**src/rtl/envio_resposta_uart_pkg.sv**
```systemverilog
// Shared definitions for the UART response sender: FSM states, 8N1 frame constants,
// and the response codes agreed with the sensor-connection block.
package envio_resposta_uart_pkg;

    typedef enum logic [1:0] {
        IDLE  = 2'd0,
        START = 2'd1,
        DATA  = 2'd2,
        STOP  = 2'd3
    } uart_state_t;

    localparam int   DATA_BITS = 8;
    localparam logic START_BIT = 1'b0;
    localparam logic STOP_BIT  = 1'b1;

    localparam logic [7:0] RESP_OK              = 8'h07;
    localparam logic [7:0] RESP_HUMIDITY        = 8'h08;
    localparam logic [7:0] RESP_TEMPERATURE     = 8'h09;
    localparam logic [7:0] RESP_INVALID         = 8'h0F;
    localparam logic [7:0] RESP_SENSOR_ERROR    = 8'h1F;
    localparam logic [7:0] RESP_CONT_NOT_ACTIVE = 8'hAA;
    localparam logic [7:0] RESP_CONT_ACTIVE     = 8'hFF;

endpackage

```
**src/rtl/envio_resposta_uart_gerador_baud.sv**
```systemverilog
// Baud-period counter: counts 0..CLKS_PER_BIT-1 and wraps; clear holds it at zero.
// Latency: bit_tick is combinational on the last count of each bit period.
// Backpressure: none; free-running whenever clear is low.
module envio_resposta_uart_gerador_baud #(
    parameter int CLKS_PER_BIT = 5208
) (
    input  logic clock,
    input  logic reset,
    input  logic clear,
    output logic bit_tick
);

    localparam int CW = $clog2(CLKS_PER_BIT);
    localparam logic [CW-1:0] LAST = CW'(CLKS_PER_BIT - 1);

    logic [CW-1:0] count;

    always_ff @(posedge clock or posedge reset) begin
        if (reset) begin
            count <= '0;
        end else if (clear || count == LAST) begin
            count <= '0;
        end else begin
            count <= count + CW'(1);
        end
    end

    assign bit_tick = !clear && (count == LAST);

endmodule

```
**src/rtl/envio_resposta_uart.sv**
```systemverilog
// Serialises the (command, value) response pair as two back-to-back UART 8N1 bytes.
// Latency: tx falls 1 cycle after send; done pulses 1+20*CLKS_PER_BIT cycles after send.
// Backpressure: none; a send while busy is discarded and flagged with a dropped pulse.
module envio_resposta_uart
    import envio_resposta_uart_pkg::*;
#(
    parameter int CLOCK_FREQ = 50_000_000,
    parameter int BAUD_RATE  = 9600
) (
    input  logic       clock,
    input  logic       reset,
    input  logic       send,
    input  logic [7:0] response_command,
    input  logic [7:0] response_value,
    output logic       tx,
    output logic       busy,
    output logic       done,
    output logic       dropped
);

    localparam int CLKS_PER_BIT = CLOCK_FREQ / BAUD_RATE;
    localparam logic [2:0] LAST_BIT = 3'(DATA_BITS - 1);

    uart_state_t state;
    logic        byte_sel;
    logic [2:0]  bit_idx;
    logic [7:0]  cmd_q;
    logic [7:0]  val_q;
    logic [7:0]  cur_byte;
    logic        baud_clear;
    logic        bit_tick;

    assign cur_byte   = byte_sel ? val_q : cmd_q;
    assign baud_clear = (state == IDLE);

    envio_resposta_uart_gerador_baud #(
        .CLKS_PER_BIT(CLKS_PER_BIT)
    ) u_gerador_baud (
        .clock    (clock),
        .reset    (reset),
        .clear    (baud_clear),
        .bit_tick (bit_tick)
    );

    always_ff @(posedge clock or posedge reset) begin
        if (reset) begin
            state    <= IDLE;
            tx       <= STOP_BIT;
            busy     <= 1'b0;
            done     <= 1'b0;
            dropped  <= 1'b0;
            byte_sel <= 1'b0;
            bit_idx  <= 3'd0;
            cmd_q    <= 8'h00;
            val_q    <= 8'h00;
        end else begin
            done    <= 1'b0;
            dropped <= send && (state != IDLE);

            case (state)
                IDLE: begin
                    tx <= STOP_BIT;
                    if (send) begin
                        cmd_q    <= response_command;
                        val_q    <= response_value;
                        byte_sel <= 1'b0;
                        bit_idx  <= 3'd0;
                        busy     <= 1'b1;
                        tx       <= START_BIT;
                        state    <= START;
                    end
                end

                START: begin
                    if (bit_tick) begin
                        bit_idx <= 3'd0;
                        tx      <= cur_byte[0];
                        state   <= DATA;
                    end
                end

                DATA: begin
                    if (bit_tick) begin
                        if (bit_idx == LAST_BIT) begin
                            tx    <= STOP_BIT;
                            state <= STOP;
                        end else begin
                            bit_idx <= bit_idx + 3'd1;
                            tx      <= cur_byte[bit_idx + 3'd1];
                        end
                    end
                end

                STOP: begin
                    if (bit_tick) begin
                        if (!byte_sel) begin
                            // value byte follows immediately, no idle gap
                            byte_sel <= 1'b1;
                            tx       <= START_BIT;
                            state    <= START;
                        end else begin
                            busy  <= 1'b0;
                            done  <= 1'b1;
                            tx    <= STOP_BIT;
                            state <= IDLE;
                        end
                    end
                end

                default: begin
                    tx    <= STOP_BIT;
                    busy  <= 1'b0;
                    state <= IDLE;
                end
            endcase
        end
    end

endmodule

```
**config.mk**
```make
export PLATFORM = sky130hd
export DESIGN_NAME = envio_resposta_uart
export DESIGN_NICKNAME = d
export VERILOG_FILES = /design/src/rtl/envio_resposta_uart_pkg.sv /design/src/rtl/envio_resposta_uart_gerador_baud.sv /design/src/rtl/envio_resposta_uart.sv
export SDC_FILE = /design/constraint.sdc
export NUM_CORES = 1
export LEC_CHECK = 0
export ABC_AREA = 0
export CORE_UTILIZATION = 55
export DETAILED_ROUTE_END_ITERATION = 12
export GPL_TIMING_DRIVEN = 0
export PLACE_DENSITY = 0.81
export SYNTH_ARGS = -nofsm -noshare
export SYNTH_HDL_FRONTEND = slang
export SYNTH_SLANG_ARGS = --single-unit
```
**constraint.sdc**
```tcl
create_clock -name clock -period 2.75 [get_ports clock]
set_clock_uncertainty 0.1 [all_clocks]
set_input_delay 0.825 -clock clock [delete_from_list [all_inputs] [get_ports clock]]
set_output_delay 0.825 -clock clock [all_outputs]
set_load 0.01 [all_outputs]
```
Yosys cells after proc, flatten, opt, wreduce, memory -nomap -nowiden
Cells that the tools add are included.
{"block": "word_totals", "reg_bits": 39, "input_bits": 19, "out_inout_bits": 4, "word_cells": 71}
{"block": "op_classes", "addsub": 2, "order_cmp": 1, "n_eq_ne": 12, "mux": 32, "reduce_logical": 14}
{"operator": "$mux 1", "count": 15}
{"operator": "$ne 2x2->1 const B", "count": 7}
{"operator": "$add 13x1->13 const B", "count": 1}
{"operator": "$eq 13x13->1 const B", "count": 1}
{"operator": "$mux 13", "count": 1}
{"operator": "$mux 3", "count": 4}
{"operator": "$mux 2", "count": 5}
{"operator": "$reduce_and 5->1", "count": 2}
{"operator": "$pmux 3 s3", "count": 1}
{"operator": "$mux 8", "count": 1}
{"operator": "$pmux 2 s4", "count": 1}
{"operator": "$reduce_and 3->1", "count": 2}
{"operator": "$eq 2x2->1 const B", "count": 2}
{"operator": "$lt 3x4->1 const B", "count": 1}
{"operator": "$pmux 1 s2", "count": 2}
{"operator": "$pmux 1 s4", "count": 1}
{"operator": "$reduce_and 4->1", "count": 1}
{"operator": "$reduce_bool 2->1", "count": 2}
{"operator": "$add 3x1->3 const B", "count": 1}
{"operator": "$bmux 1 s3", "count": 1}
{"operator": "$eq 3x3->1 const B", "count": 1}
{"operator": "$reduce_bool 3->1", "count": 1}
{"operator": "$eq 2x1->1 const B", "count": 1}
{"operator": "$logic_and 1x1->1", "count": 2}
{"operator": "4 further kinds", "count": 4}

Logic depth before layout (Yosys ltp)
Gate-level depths: netlist of the first run.
{"block": "logic_depth", "word_depth": 6, "ltp_mapped": 7}

Hierarchy
A second synthesis of the first run with hierarchy kept.
{"block": "hier_totals", "cells_unflattened": 167, "hier_area_um2": 1983.2}
{"mod": "envio_resposta_uart", "instances": 1, "cells_each": 101, "area_per_inst_um2": 1325.0, "seq_area_each_um2": 651.9}
{"mod": "envio_resposta_uart_gerador_baud", "instances": 1, "cells_each": 66, "area_per_inst_um2": 658.1, "seq_area_each_um2": 325.3}

Least setup slack after synthesis of the first run
Ideal clock, no wire load.
{"block": "synth_path", "path_kind": "register -> register", "start": "register u_gerador_baud.count[0]", "end": "register state[0]", "setup_ps": 132, "t_arrival_ps": 1856, "slack_ps": 662, "path_stages_with_launch": 7, "n_path_buf": 0, "period_less_slack_ps": 2088, "cell_sequence": "dfrtp_1 ha_1 or4b_1 nor4_4 a21oi_2 o31ai_1 o31ai_1"}
{"block": "synth_via", "elab_chain_cells": 4, "elab_cells_between_ends": 6, "cone_classes": "4 x eq/ne; 2 x reduce/logical"}
{"item": "start: declaration", "line": "envio_resposta_uart_gerador_baud.sv:16", "source": "logic [CW-1:0] count;"}
{"item": "start signal: assignment", "line": "envio_resposta_uart_gerador_baud.sv:24", "source": "count <= count + CW'(1);"}
{"item": "$eq 13x13->1 (*)", "line": "envio_resposta_uart_gerador_baud.sv:28", "source": "assign bit_tick = !clear && (count == LAST);"}
{"item": "$logic_and 1x1->1 (*)", "line": "envio_resposta_uart_gerador_baud.sv:28"}
{"item": "$ne 2x2->1 (no line)"}
{"item": "$reduce_and 5->1 (no line) (*)"}
{"item": "end signal: assignment", "line": "envio_resposta_uart.sv:47", "source": "state <= IDLE;"}
{"item": "end signal: assignment", "line": "envio_resposta_uart.sv:70", "source": "state <= START;"}
{"item": "end signal: assignment", "line": "envio_resposta_uart.sv:78", "source": "state <= DATA;"}
{"item": "end: declaration", "line": "envio_resposta_uart.sv:24", "source": "uart_state_t state;"}
Mark *: on every way between the ends. The rest lies on a longest branch, timed or not.
A chain may end at the register's enable or synchronous reset.

Final worst setup path of the first run
{"block": "layout_path", "start": "register state[0]", "end": "register val_q[4]"}
{"block": "layout_via", "elab_chain_cells": 2}
{"item": "$logic_not 2->1", "line": "envio_resposta_uart.sv:60", "source": "case (state)"}
{"item": "$reduce_and 2->1 (no line)"}
{"item": "end signal: assignment", "line": "envio_resposta_uart.sv:65", "source": "val_q <= response_value;"}
{"item": "end: declaration", "line": "envio_resposta_uart.sv:28", "source": "logic [7:0] val_q;"}
Every way passes these cells.

==> results.md, run 1 <==
* Critical Path AT at 2.58 ns
* Clock power share at 35.0%
* Worst-path cell chain: inv_1 -> ha_1 -> clkbuf_1 -> nand2_1 -> clkbuf_1 -> mux2_2
* Fillers at 273
* P_sw at 201 uW
* Clk_lat worst skew at 0.35 ns
* #FFs+latches synth at 39
* Die Area at 0.00373 sq mm
* Nets at 221
* Largest net degree at the start of global routing at 21
* Mapped Nets at 191
* Initial antenna violation count at 0
* PD cells at 415 mW/mm^2
* Final instance area at 0.00229 sq mm
* Worst path slowest cell: clkbuf_1
* Drt pass-1 iters at 4
* First-pass GRT wire length at 5890 microns
* Drt drc at 0
* CP max stage delay at 0.50 ns
* Synthesis warning total at 0
* Final Wtd Congestion at 0.804
* Worst rel slew slack at 43.5%
* # setup viols final at 0
* Rows at 21
* Async S/R FF share, synth at 100%
* Sequential-to-total area share from yosys stat at 50.9%
* Internal power at 752 uW
* Post-synth top cells: dfrtp_1 (38), nor2_1 (19), mux2_2 (17)
* Clock period minus worst slack at 2.44 ns
* Hold_ws at 0.414 ns
* CTS Hold Bufs at 0
* Port Buffer Count at 22
* RSZ-0062 raised after global routing: false
* Die H at 61.1 microns
* Leading register cell type out of synthesis: dfrtp_1
* Clock root cell: clkbuf_4
* Via count at 1320
* Routed len/inst at 14.6 microns
* CP startpoint kind: flop
* Max IR drop VDD at 298 uV
* Gate power share at 4.7%
* Post-Syn Instances at 164
* Clk buf depth at 2
* Syn avg cell area at 11.7 sq um
* ANT nets after route at 0
* Vias in the first global route at 1343
* Hold Violations, Final at 0
* Yosys top cell area share at 49.5%
* Fmax at 410 MHz
* Total Power at 953 uW
* Placed wire-length estimate at 2700 microns
* Crit path kind: flop to flop
* Number of synthesized flops with an enable pin at 0
* Crit. End Element: flop
* Area Growth Syn to Fin at 19.5%
* CTS-repair resized insts at 0
* Most frequent cell after synthesis: dfrtp_1
* Worst-margin pin slew at 0.847 ns
* Clock Pin Slew Worst Setup and Hold Paths at 0.11 ns
* DP Area at 0.00223 sq mm
* Chip width at 61.1 microns
* DR iter-0 viols at 89
* Routed wire length at 3520 microns
* Sequential share of power at 60.2%
* All-Layer GR Usage at 22.3%
* Yosys top cell by area: dfrtp_1
* Final antenna diode count at 0
* TritonCTS clock tree: built
* Vias/cell at 5.48
* Status: finished clean
* Clock sinks at 39
* CTS buffer count at 5
* Synth Cell Area at 0.00192 sq mm
* Core Area at 0.00334 sq mm
* Crit path max fanout at 10
* CP Data Required Time at 2.89 ns
* Grt ovf at 0
* Final setup margin at 0.313 ns
* Final Max Slew Viols at 0
* Starting Density at 57.6%
* P_leak at 0.00114 uW
* Net switching fraction of the power at 21.1%
* Yosys cell types at 33
* Max Cap Violations at 0
* Post-CTS Setup Inserts at 0
* Worst slack, placed at -0.0238 ns
* I/O Pins at 23
* Largest cells by area after synthesis: dfrtp_1 (50%), mux2_2 (10%), ha_1 (5.2%), mux2i_1 (4.2%), nor2_1 (3.7%)
* Most used cell, CP: clkbuf_1
* Post-route clock period utilization at 88.6%
* Finished Core Util at 68.8%
* Worst hold path type: flop to flop
* Layout cells sized above 1 at 16.9%
* Htree depth at 2
worst paths after layout:
check / start / endpoint / slack, ns / cells after the start
max in group asynchronous: reset / cmd_q[5] / 1.14 / 3
setup / recovery: state[0] / val_q[4] / 0.31 / 6
min in group asynchronous: reset / state[1] / 0.84 / 2
hold reg to reg: u_gerador_baud.count[0] / u_gerador_baud.count[0] / 0.41 / 1
setup reg to reg: state[0] / val_q[4] / 0.31 / 6
hold / removal: u_gerador_baud.count[0] / u_gerador_baud.count[0] / 0.41 / 1
cell families after synthesis:
logic type	after synthesis	synth area share, %
AO/OA/AOI/OAI	15	4.95
buffers and inverters	11	2.28
XOR/XNOR	11	5.02
multiplexers	28	17.1
adder cells (fa/ha/maj)	8	5.21
flip-flops	39	50.9
AND/OR/NAND/NOR	52	14.6
flip-flops by register name, summed over array words and instances, names as in the netlist:
register and flops:
done 1, busy 1, tx 1, byte_sel 1, val_q 8, cmd_q 8
u_gerador_baud.count 13, dropped 1, state 2, bit_idx 3
power by group through the flow:
stage,logic [uW],registers [uW],clock network (uW)
after global routing,49.4,575,372
after global placement,39.0,585,0
final,45.0,574,334
after detailed placement,46.3,585,0
after CTS,46.4,574,342
after floorplan,9.33,586,0
routing by layer:
layer  track usage, %  vias up  wire length, microns
met5                0        -                     0
met4             12.3        0                   108
met3             5.88       10                   124
met2             34.3       24                  1670
met1             28.9      658                  1620
li1                 -      628                     -
area by class of cell:
class	instances	area (sq um)	area share, %
Buffer	4	17.5	0.763
Clock buffer	8	68.8	3.00
Inverter	7	26.3	1.15
Multi-Input combinational cell	114	900	39.2
Sequential cell	39	977	42.6
Tap cell	46	57.6	2.51
Timing Repair Buffer	23	248	10.8
worst max-delay path: cells and delay by family, from the launching register on:
family	cells	cell delay [ns]
buffers and inverters	3	0.81
flip-flops	1	0.46
multiplexers	1	0.40
AND/OR/NAND/NOR	1	0.36
adder cells (fa/ha/maj)	1	0.20
stage by stage:
stage / instances / setup TNS, ns
2_1_floorplan: 164 / 0
3_3_place_gp: 232 / 0
3_5_place_dp: 233 / -0.121
4_1_cts: 241 / 0
5_1_grt: 241 / 0
6_report: 241 / 0
cells in the final DEF (no fill, tap or decap), types with 2 or more instances in the layout:
| master | n |
|---|---|
| nand2b_1 | 2 |
| nor2_1 | 19 |
| and3_1 | 7 |
| clkdlybuf4s50_1 | 22 |
| o31ai_1 | 3 |
| buf_2 | 2 |
| xnor2_1 | 4 |
| ha_1 | 8 |
| a22o_1 | 2 |
| clkbuf_8 | 2 |
| clkbuf_1 | 3 |
| mux2i_1 | 8 |
| mux2_2 | 17 |
| nand2_1 | 9 |
| clkbuf_4 | 5 |
| a21oi_1 | 6 |
| inv_1 | 7 |
| nand3_1 | 4 |
| o21ai_0 | 2 |
| xor2_1 | 7 |
| dfrtp_1 | 38 |
| nand4_1 | 2 |
| mux4_2 | 2 |
(Power assumes the default switching activity.)
==> run 2: changes to the inputs <==
- CORE_MARGIN: not set -> 2
==> run 2 against run 1 <==
  * Design area increased by 0.76%
  * Non-clock buffer count unchanged
  * Register-to-register slack got worse by 0.02 ns
  * Maximum frequency decreased by 0.62%
  * Sequential share of layout area decreased by 0.32 points
  * Via count decreased by 1.1%
  * Critical path depth unchanged
  * Flip-flop and latch count unchanged
  * Sequential power about the same
  * Wire length increased by 2.4%
  * Power increased by 6.7%
  * Core utilization increased by 0.52 points
  * Critical path type unchanged
  * Largest cell class unchanged
==> results.md, run 2 (synthesis results as in run 1) <==
* Status: finished clean
* Total Power at 1020 uW (+6.7%)
* DR iter-0 viols at 52 (-42%)
* Fmax at 408 MHz (-0.62%)
* Vias/cell at 5.41 (-1.1%)
* Largest net degree at the start of global routing at 21 (unchanged)
* Starting Density at 57.6% (unchanged)
* Rows at 21 (unchanged)
* Hold Violations, Final at 0 (unchanged)
* Most common cell after layout, fill and taps aside: dfrtp_1
* Final Max Slew Viols at 0 (unchanged)
* Grt ovf at 0 (unchanged)
* Initial antenna violation count at 0 (unchanged)
* Post-CTS Setup Inserts at 0 (unchanged)
* Core Area at 0.00334 sq mm (unchanged)
* CTS-repair resized insts at 0 (unchanged)
* Clk buf depth at 2 (unchanged)
* RSZ-0062 raised after global routing: false
* Clock Pin Slew Worst Setup and Hold Paths at 0.12 ns (about the same)
* Fin cells at 241 (unchanged)
* Final antenna diode count at 0 (unchanged)
* Top Registers: u_gerador_baud.count: 13 flops, cmd_q: 8 flops, val_q: 8 flops
* Routed len/inst at 15.0 microns (+2.4%)
* CTS Hold Bufs at 0 (unchanged)
* Fillers at 267 (-2.2%)
* PD cells at 440 mW/mm^2 (+5.9%)
* First-pass GRT wire length at 6610 microns (+12%)
* Placed wire-length estimate at 2800 microns (+3.7%)
* Clk_lat worst skew at 0.35 ns (about the same)
* CP startpoint kind: flop
* Biggest register: u_gerador_baud.count
* Max Cap Violations at 0 (unchanged)
* Worst hold path type: flop to flop
* Drt pass-1 iters at 4 (unchanged)
* Worst-margin pin slew at 0.843 ns (-0.00445 ns)
* Final Wtd Congestion at 0.800 (-0.41%)
* Chip width at 63.1 microns (+3.3%)
* Max reg flops at 13 (unchanged)
* ANT nets after route at 0 (unchanged)
* Layout cells sized above 1 at 17.4% (+0.51 points)
* Critical Path AT at 2.59 ns (about the same)
* DP Area at 0.00223 sq mm (unchanged)
* Max IR drop VDD at 343 uV (+15%)
* Finished Core Util at 69.3% (+0.52 points)
* Port Buffer Count at 22 (unchanged)
* Post-route clock period utilization at 89.2% (+0.55 points)
* Most frequent cells in the layout: dfrtp_1 (38), clkdlybuf4s50_1 (22), nor2_1 (19)
* Final setup margin at 0.298 ns (-0.0152 ns)
* Via count at 1305 (-1.1%)
* CP Data Required Time at 2.88 ns (about the same)
* Clock sinks at 39 (unchanged)
* # setup viols final at 0 (unchanged)
* Cells after DPL at 233 (unchanged)
* TritonCTS clock tree: built
* Crit. End Element: flop
* Clock root cell: clkbuf_4
* Clock period minus worst slack at 2.45 ns (+0.0152 ns)
* Nets at 221 (unchanged)
* Die H at 63.1 microns (+3.3%)
* P_leak at 0.00115 uW (+0.85%)
* Die Area at 0.00398 sq mm (+6.7%)
* Worst rel slew slack at 43.8% (+0.30 points)
* Crit path max fanout at 10 (unchanged)
* Worst slack, placed at -0.0545 ns (-0.0307 ns)
* Vias in the first global route at 1433 (+6.7%)
* CTS buffer count at 5 (unchanged)
* Htree depth at 2 (unchanged)
* Area Growth Syn to Fin at 20.4%
* Routed wire length at 3610 microns (+2.4%)
* I/O Pins at 23 (unchanged)
* Drt drc at 0 (unchanged)
* Final instance area at 0.00231 sq mm (+0.76%)
* Crit path kind: flop to flop
* All-Layer GR Usage at 21.8% (-0.54 points)
run 2: power breakdown:
part	internal [uW]	switching [uW]
combinational	27.8	16.7
clock	215	184
sequential	574	0.193
total	817	201
run 2: routing by layer:
metal | GRT usage [%] | wire length (microns) | vias up
met1 | 26.7 | 1580 | 646
met4 | 9.17 | 67 | 0
li1 | - | - | 634
met3 | 4.29 | 90 | 8
met5 | 0 | 0 | -
met2 | 37.5 | 1870 | 17
run 2: layout make-up:
type	instances	area (sq um)	area share [%]
tap	46	57.6	2.49
timing repair buffer	23	248	10.7
buffer	4	17.5	0.758
sequential	39	977	42.3
clock buffer	6	51.3	2.22
clock inverter	2	35.0	1.52
inverter	7	26.3	1.14
multi-input combinational	114	900	38.9
run 2: stage by stage:
stage,TNS (ns),hold WS [ns]
final,0,0.415
after floorplan,0,0.368
after detailed placement,-0.412,0.392
after global routing,0,0.436
after CTS,0,0.420
after global placement,0,0.388
run 2: final timing paths:
check	from	endpoint	slack (ns)	depth (start not counted)
worst min-delay path	cmd_q[7]	cmd_q[7]	0.41	1
worst max-delay path	state[0]	val_q[0]	0.30	6
max in group asynchronous	reset	val_q[1]	1.14	3
worst min register to register	cmd_q[7]	cmd_q[7]	0.41	1
worst max register to register	state[0]	val_q[0]	0.30	6
min in group asynchronous	reset	u_gerador_baud.count[4]	0.83	2
run 2: worst max-delay path, stage by stage, from the launching register on:
cell	delay, ns
dfrtp_1	0.45
inv_1	0.12
ha_1	0.21
clkbuf_1	0.20
nand2_1	0.37
clkbuf_1	0.48
mux2_2	0.40
